**config.mk**
```make
export PLATFORM = sky130hd
export DESIGN_NAME = sd4_pp_generator
export DESIGN_NICKNAME = d
export VERILOG_FILES = /design/src/rtl/sd4_pp_generator.sv
export SDC_FILE = /design/constraint.sdc
export NUM_CORES = 1
export LEC_CHECK = 0
export CAP_MARGIN = 30
export CORE_AREA = 2 2 206 208
export DETAILED_ROUTE_END_ITERATION = 8
export DIE_AREA = 0 0 208 210
export PLACE_DENSITY = 0.84
export SLEW_MARGIN = 20
export SYNTH_ARGS = -nofsm -noshare
export SYNTH_HDL_FRONTEND = slang
export SYNTH_SLANG_ARGS = --single-unit
```
**constraint.sdc**
```tcl
create_clock -name clk -period 7.59 [get_ports clk]
set_clock_uncertainty 0.15 [all_clocks]
set_input_delay 1.518 -clock clk [delete_from_list [all_inputs] [get_ports clk]]
set_output_delay 1.518 -clock clk [all_outputs]
set_load 0.01 [all_outputs]
```
**src/rtl/sd4_pp_generator.sv**
```systemverilog
// Radix-4 (SD4/Booth) partial-product generator: nine signed act*wgt lanes in parallel,
// one recoded weight digit per cycle, valid/ready on both sides, one job in flight.
module sd4_pp_generator #(
    parameter int unsigned DATA_W = 8,
    parameter int unsigned PP_W   = 16
) (
    input  logic                  clk,
    input  logic                  rst_n,
    input  logic                  in_valid,
    output logic                  in_ready,
    input  logic [9*DATA_W-1:0]   act_in,
    input  logic [9*DATA_W-1:0]   wgt_in,
    output logic                  out_valid,
    input  logic                  out_ready,
    output logic [PP_W-1:0]       aligned_pp_0,
    output logic [PP_W-1:0]       aligned_pp_1,
    output logic [PP_W-1:0]       aligned_pp_2,
    output logic [PP_W-1:0]       aligned_pp_3,
    output logic [PP_W-1:0]       aligned_pp_4,
    output logic [PP_W-1:0]       aligned_pp_5,
    output logic [PP_W-1:0]       aligned_pp_6,
    output logic [PP_W-1:0]       aligned_pp_7,
    output logic [PP_W-1:0]       aligned_pp_8
);

    localparam int unsigned NUM_LANES = 9;
    localparam int unsigned NUM_DIG   = DATA_W / 2;
    localparam int unsigned CNT_W     = (NUM_DIG > 1) ? $clog2(NUM_DIG) : 1;

    typedef enum logic [1:0] {
        IDLE = 2'd0,
        CALC = 2'd1,
        DONE = 2'd2
    } state_e;

    state_e             state_q;
    state_e             state_d;
    logic [CNT_W-1:0]   cnt_q;
    logic [CNT_W:0]     shamt;
    logic               accept;
    logic               last_dig;

    logic [DATA_W-1:0]  act_q  [NUM_LANES];
    logic [DATA_W-1:0]  wgt_q  [NUM_LANES];
    logic [PP_W-1:0]    acc_q  [NUM_LANES];
    logic [PP_W-1:0]    addend [NUM_LANES];

    assign accept   = in_valid & in_ready;
    assign last_dig = (cnt_q == CNT_W'(NUM_DIG - 1));
    assign shamt    = {cnt_q, 1'b0};

    // Next-state logic
    always_comb begin
        state_d = state_q;
        case (state_q)
            IDLE:    if (accept)    state_d = CALC;
            CALC:    if (last_dig)  state_d = DONE;
            DONE:    if (out_ready) state_d = IDLE;
            default:                state_d = IDLE;
        endcase
    end

    // State register; handshake flags decoded from the next state so they stay low in reset
    always_ff @(posedge clk or negedge rst_n) begin
        if (!rst_n) begin
            state_q   <= IDLE;
            in_ready  <= 1'b0;
            out_valid <= 1'b0;
        end else begin
            state_q   <= state_d;
            in_ready  <= (state_d == IDLE);
            out_valid <= (state_d == DONE);
        end
    end

    // Per-lane digit recode and aligned partial product
    for (genvar k = 0; k < NUM_LANES; k++) begin : g_lane
        logic [DATA_W:0]  wext;
        logic [2:0]       trip;
        logic [PP_W-1:0]  act_ext;
        logic [PP_W-1:0]  pp;

        assign wext    = {wgt_q[k], 1'b0};
        assign trip    = 3'(wext >> shamt);
        assign act_ext = PP_W'($signed(act_q[k]));

        always_comb begin
            pp = '0;
            case (trip)
                3'b001, 3'b010: pp = act_ext;
                3'b011:         pp = act_ext << 1;
                3'b100:         pp = -(act_ext << 1);
                3'b101, 3'b110: pp = -act_ext;
                default:        pp = '0;
            endcase
        end

        assign addend[k] = pp << shamt;
    end

    // Operand capture and accumulation
    always_ff @(posedge clk or negedge rst_n) begin
        if (!rst_n) begin
            cnt_q <= '0;
            for (int unsigned k = 0; k < NUM_LANES; k++) begin
                act_q[k] <= '0;
                wgt_q[k] <= '0;
                acc_q[k] <= '0;
            end
        end else if (accept) begin
            cnt_q <= '0;
            for (int unsigned k = 0; k < NUM_LANES; k++) begin
                act_q[k] <= act_in[k*DATA_W +: DATA_W];
                wgt_q[k] <= wgt_in[k*DATA_W +: DATA_W];
                acc_q[k] <= '0;
            end
        end else if (state_q == CALC) begin
            cnt_q <= cnt_q + CNT_W'(1);
            for (int unsigned k = 0; k < NUM_LANES; k++) begin
                acc_q[k] <= acc_q[k] + addend[k];
            end
        end
    end

    assign aligned_pp_0 = acc_q[0];
    assign aligned_pp_1 = acc_q[1];
    assign aligned_pp_2 = acc_q[2];
    assign aligned_pp_3 = acc_q[3];
    assign aligned_pp_4 = acc_q[4];
    assign aligned_pp_5 = acc_q[5];
    assign aligned_pp_6 = acc_q[6];
    assign aligned_pp_7 = acc_q[7];
    assign aligned_pp_8 = acc_q[8];

endmodule

```
# After elaboration in Yosys (flattened, before gate mapping)

Index checks and enable logic that the tools add are counted.

Mux-type cells: 17
Bitwise logic cells: 1
Eq/ne operators: 58
Reduce and logical (&&, ||, !) cells: 21
Add/subtract/negate cells: 28
Shift-type cells: 18

Operators with widths:

| kind                                                            | number |
|---|---|
| 16-bit one-hot mux with 4 select lines                          | 9 |
| 144-bit 2-to-1 mux                                              | 2 |
| 16-bit negation                                                 | 18 |
| 16-bit adder                                                    | 9 |
| 16-bit by 3-bit << shifter with 16-bit output                   | 9 |
| 3-bit == test, second input constant                            | 27 |
| 9-bit by 3-bit >> shifter with 3-bit output                     | 9 |
| 3-bit by 2-bit == test with 1-bit output, second input constant | 18 |
| 2-bit OR reduction                                              | 18 |
| 3-bit by 1-bit == test with 1-bit output, second input constant | 9 |
| 2-bit 2-to-1 mux                                                | 5 |
| 2-bit == test, second input constant                            | 3 |
| 2-bit one-hot mux with 3 select lines                           | 1 |
| 2-bit logical NOT                                               | 2 |
| 2-bit by 1-bit adder with 2-bit output, second input constant   | 1 |
| 2-bit by 1-bit == test with 1-bit output, second input constant | 1 |
| 2-bit nonzero test                                              | 1 |
| 1-bit AND                                                       | 1 |

Logic and storage cells: 174
Register bits: 294
Input bits: 148

# Longest topological paths before layout

Depth in word-level cells: 8
Mapped depth: 21

# Worst setup path before layout

Ideal clock, no wire load.

Path kind: reg-to-reg
Start point: register cnt_q[0]
End point: register acc_q, in the netlist aligned_pp_7[15]
Cell stages (with the launch flop): 18
Period minus slack after synthesis: 4.541 ns
Data arrival time: 4.271 ns
Library setup time: 0.120 ns
Path slack: 3.049 ns
Cells stage by stage: dfrtp_1 > buf_6 > buf_12 > mux4_2 > xor2_1 > nor2_1 > a211oi_1 > mux2_2 > mux2i_1 > ha_1 > a21oi_1 > o211ai_1 > a221oi_1 > a211oi_1 > a311oi_1 > xnor2_1 > a21oi_1 > a31o_1

Cells in the longest elaborated chain, start to end: 8
Elaborated cells between the ends (all ways): 14

Ends and longest elaborated chain:

| element                                           | line | RTL |
|---|---|---|
| start: declaration                                | 38   | `logic [CNT_W-1:0] cnt_q;` |
| start signal: assignment                          | 118  | `cnt_q <= cnt_q + CNT_W'(1);` |
| 9-bit by 3-bit >> shifter with 3-bit output       | 84   | `assign trip = 3'(wext >> shamt);` |
| 3-bit == test (tied with other cells)             | 89   | `case (trip)` |
| 2-bit OR reduction                                | 89   |  |
| 16-bit one-hot mux with 4 select lines            | 89   |  |
| 16-bit by 3-bit << shifter with 16-bit output (*) | 98   | `assign addend[k] = pp << shamt;` |
| 16-bit adder (*)                                  | 120  | `acc_q[k] <= acc_q[k] + addend[k];` |
| 144-bit 2-to-1 mux (*)                            | 117  | `end else if (state_q == CALC) begin` |
| 144-bit 2-to-1 mux (*)                            | 110  | `end else if (accept) begin` |
| end signal: indexed assignment                    | 120  |  |
| end: declaration                                  | 45   | `logic [PP_W-1:0] acc_q [NUM_LANES];` |

Mark *: on every way between the ends. The rest lies on a longest branch, timed or not. The select of a mux whose other input is x is not followed.
A chain may end at the register's enable or synchronous reset.

# Worst setup path after layout

Start point: register cnt_q[0]
End point: register acc_q, in the netlist aligned_pp_6[14]

The elaborated chain is that of the path after synthesis.

==> flow_metrics.tcl <==
set metrics [dict create \
    rows 75 \
    io_buffers 293 \
    ctsResizeCount 0 \
    ys_seq_elements 294 \
    die_h_um 210 \
    synth_compound_area_share_pct 22.5 \
    core_um2 41500 \
    async_reset_ff_share_pct 100 \
    worst_path_max_delay_cell "o311ai_0" \
    grt_max_degree 173 \
    overflow 0 \
    grt_pass1_vias 23000 \
    synthXorXnorAreaFrac_pct 6.06 \
    netlist_area_um2 24700 \
    ant_nets 0 \
    root_buffer "clkbuf_16" \
    cts_buffers 36 \
    slowest_delay_ns 0.87 \
    crit_type "reg -> reg" \
    synthMuxAreaShare_pct 4.80 \
    n_fill_cell 3373 \
    cp_common_cell "mux2i_1" \
    syn_to_final_growth_pct 18.0 \
    syn_area_per_cell_um2 7.82 \
    cts.sinks 294 \
    drv_slew 0 \
    drive_above_1_share_pct 5.01 \
    setup_violations 0 \
    htreeDepth 2 \
    crit_arrival_ns 6.44 \
    max-slew-margin-rel_pct 33.9 \
    hold_path.class "reg -> reg" \
    tns_ns 0 \
    regArea_um2 7360 \
    path_clk_slew_ns 0.06 \
    nNetsFinal 3686 \
    grt_setup_unrepaired "no" \
    crit_fanout 46 \
    post-cts-setup-buffers 0 \
    maxCapViolations 0 \
    drtIter0Drc 2710 \
    start_kind "flop" \
    outcome "finished clean" \
    synth_top_family_by_area "simple AND/OR/NAND/NOR gates" \
    antenna_found_initial 1 \
    worst_pin_slew_ns 0.979 \
    die_width_um 208 \
    hold_depth 2 \
    synthAdderAreaFrac_pct 9.81 \
    cts_tree "built" \
    synthSimpleGateAreaFrac_pct 22.7 \
    wl_um 81200 \
    vias 25000 \
    dieArea_um2 43700 \
    crit_path_end_kind "flop" \
    synthCells 3155 \
    synth_warnings 0 \
    grt_pass1_wl_um 128000 \
    pin_count 294 \
    timing.final.crit_share_pct 81.7 \
    ys_seq_area_share_pct 29.8 \
    hpwl_um 59700 \
    fmax_ghz 0.161 \
    drt_pre_antenna_iters 8 \
    path_delay_family "compound AO/OA/AOI/OAI gates" \
    post-route-min-period_ns 6.20 \
    cp_num_buf_inv 2 \
    hold_violations 0 \
    gp_congestion 0.991 \
    final_core_util_pct 70.2 \
    synth_edf_count 0 \
    grt_use_total_pct 36.4 \
    clk_latency_ns 0.56 \
    multi_input_area_um2 16300 \
    synth_fp_nets 3491 \
    n_antenna_cell 0 \
    via_per_inst 6.38 \
    ys.flop_type "dfrtp_1" \
    wl_per_cell_um 20.8 \
    initial_core_util_pct 59.5 \
    ff2ff_path_depth 15 \
    yosys.cell_types.count 91 \
    clock_path_buffers 3 \
    path_depth 15 \
    cts-hold-fix-buffers 0 \
    drc 0 \
    critical_path_required_ns 7.83 \
    path_cells "inv_2, buf_4, nor3_1, or2_2, o311ai_0, mux2i_1, mux2i_1, ha_1, o21a_1, o21a_1, o22ai_1, o311ai_0, a21oi_1, mux2i_1, o22ai_1" \
]
## cell families after synthesis
logic type,Yosys count
xor+xnor,165
buf+inv,262
simple gates,1266
mux,95
compound gates,885
fa+ha+maj,188
flops,294
## flip-flops by register name, indices dropped and copies added, names as in the netlist
name	cells
aligned_pp_2	16
aligned_pp_3	16
g_lane.wext	72
cnt_q	2
aligned_pp_5	16
state_q	2
in_ready	1
aligned_pp_8	16
aligned_pp_1	16
aligned_pp_0	16
out_valid	1
aligned_pp_4	16
aligned_pp_7	16
aligned_pp_6	16
act_q	72
## final cells by class
type	count	area share (%)
multi-input combinational	2599	55.9
sequential	294	25.3
timing repair buffer	318	11.0
clock buffer	50	3.49
tap	539	2.32
inverter	101	1.30
clock inverter	12	0.684
## tightest hold or removal path, stage by stage, from the launching register on
cell and delay, ns:
dfrtp_1 0.34, nand2_1 0.06, nand2_1 0.06
## synth_stat cells (40+ instances only)
cell type / instances / area (um^2)
a21oi_1: 279 / 1400
nor2_1: 221 / 830
clkbuf_1: 131 / 492
dfrtp_1: 294 / 7360
o21ai_0: 202 / 1010
nand2_1: 734 / 2760
a211oi_1: 53 / 398
ha_1: 179 / 2240
nor3_1: 57 / 285
o21a_1: 40 / 300
mux2i_1: 55 / 551
inv_1: 100 / 375
xor2_1: 61 / 534
xnor2_1: 99 / 867
## cells in the final DEF, fill, tap and decap left out, types with 10 or more instances in the layout
cell type / instances
mux4_2: 16
o31ai_1: 13
inv_1: 99
a22oi_1: 16
o21bai_1: 20
a31oi_1: 24
clkdlybuf4s50_1: 292
o32ai_1: 11
nand2b_1: 22
o211ai_1: 22
nand3_1: 34
nor3b_1: 19
a221o_1: 18
a221oi_1: 10
a21o_1: 38
ha_1: 179
nand2_1: 733
clkbuf_16: 37
xnor2_1: 99
mux2_2: 23
xor2_1: 61
and2_1: 19
nor4b_1: 11
nor3_1: 57
buf_4: 20
o21a_1: 40
nor2b_1: 31
o22ai_1: 38
a21oi_1: 279
o21ai_1: 21
dfrtp_1: 292
a211oi_1: 53
nor2_1: 221
or3_1: 37
o21ai_0: 202
mux2i_1: 55
## path summary, 6_finish.rpt
path,from,to,slack (ns)
max reg2reg,cnt_q[0]$_DFFE_PN0P_,aligned_pp_6[14]$_DFFE_PN0P_,1.39
max in group asynchronous,rst_n,act_q[16]$_DFFE_PN0P_,5.27
min,g_lane[2].wext[8]$_DFFE_PN0P_,g_lane[2].wext[8]$_DFFE_PN0P_,0.33
max,cnt_q[0]$_DFFE_PN0P_,aligned_pp_6[14]$_DFFE_PN0P_,1.39
min reg2reg,g_lane[2].wext[8]$_DFFE_PN0P_,g_lane[2].wext[8]$_DFFE_PN0P_,0.33
min in group asynchronous,rst_n,aligned_pp_1[3]$_DFFE_PN0P_,0.68
## stage by stage
step                      cells  hold slack, ns  setup WS, ns  cell area [um^2]
after floorplan            3155           0.290          3.05             24700
after global placement     3848           0.310          1.99             27800
after detailed placement   3848           0.319          1.81             27800
after CTS                  3910           0.334          1.76             29000
after global routing       3913           0.365          1.36             29100
final                      3913           0.334          1.39             29100
## layer usage
layer | wire length [um] | share of wire (%) | GRT usage (%)
met1 | 37000 | 46 | 56.1
met5 | 18 | 0.022 | 0
met3 | 9560 | 12 | 8.73
met2 | 32200 | 40 | 50.2
met4 | 2370 | 2.9 | 10.9
Power is not shown: default switching activity piles up to over one toggle a cycle in this logic, so the estimate is an artifact.
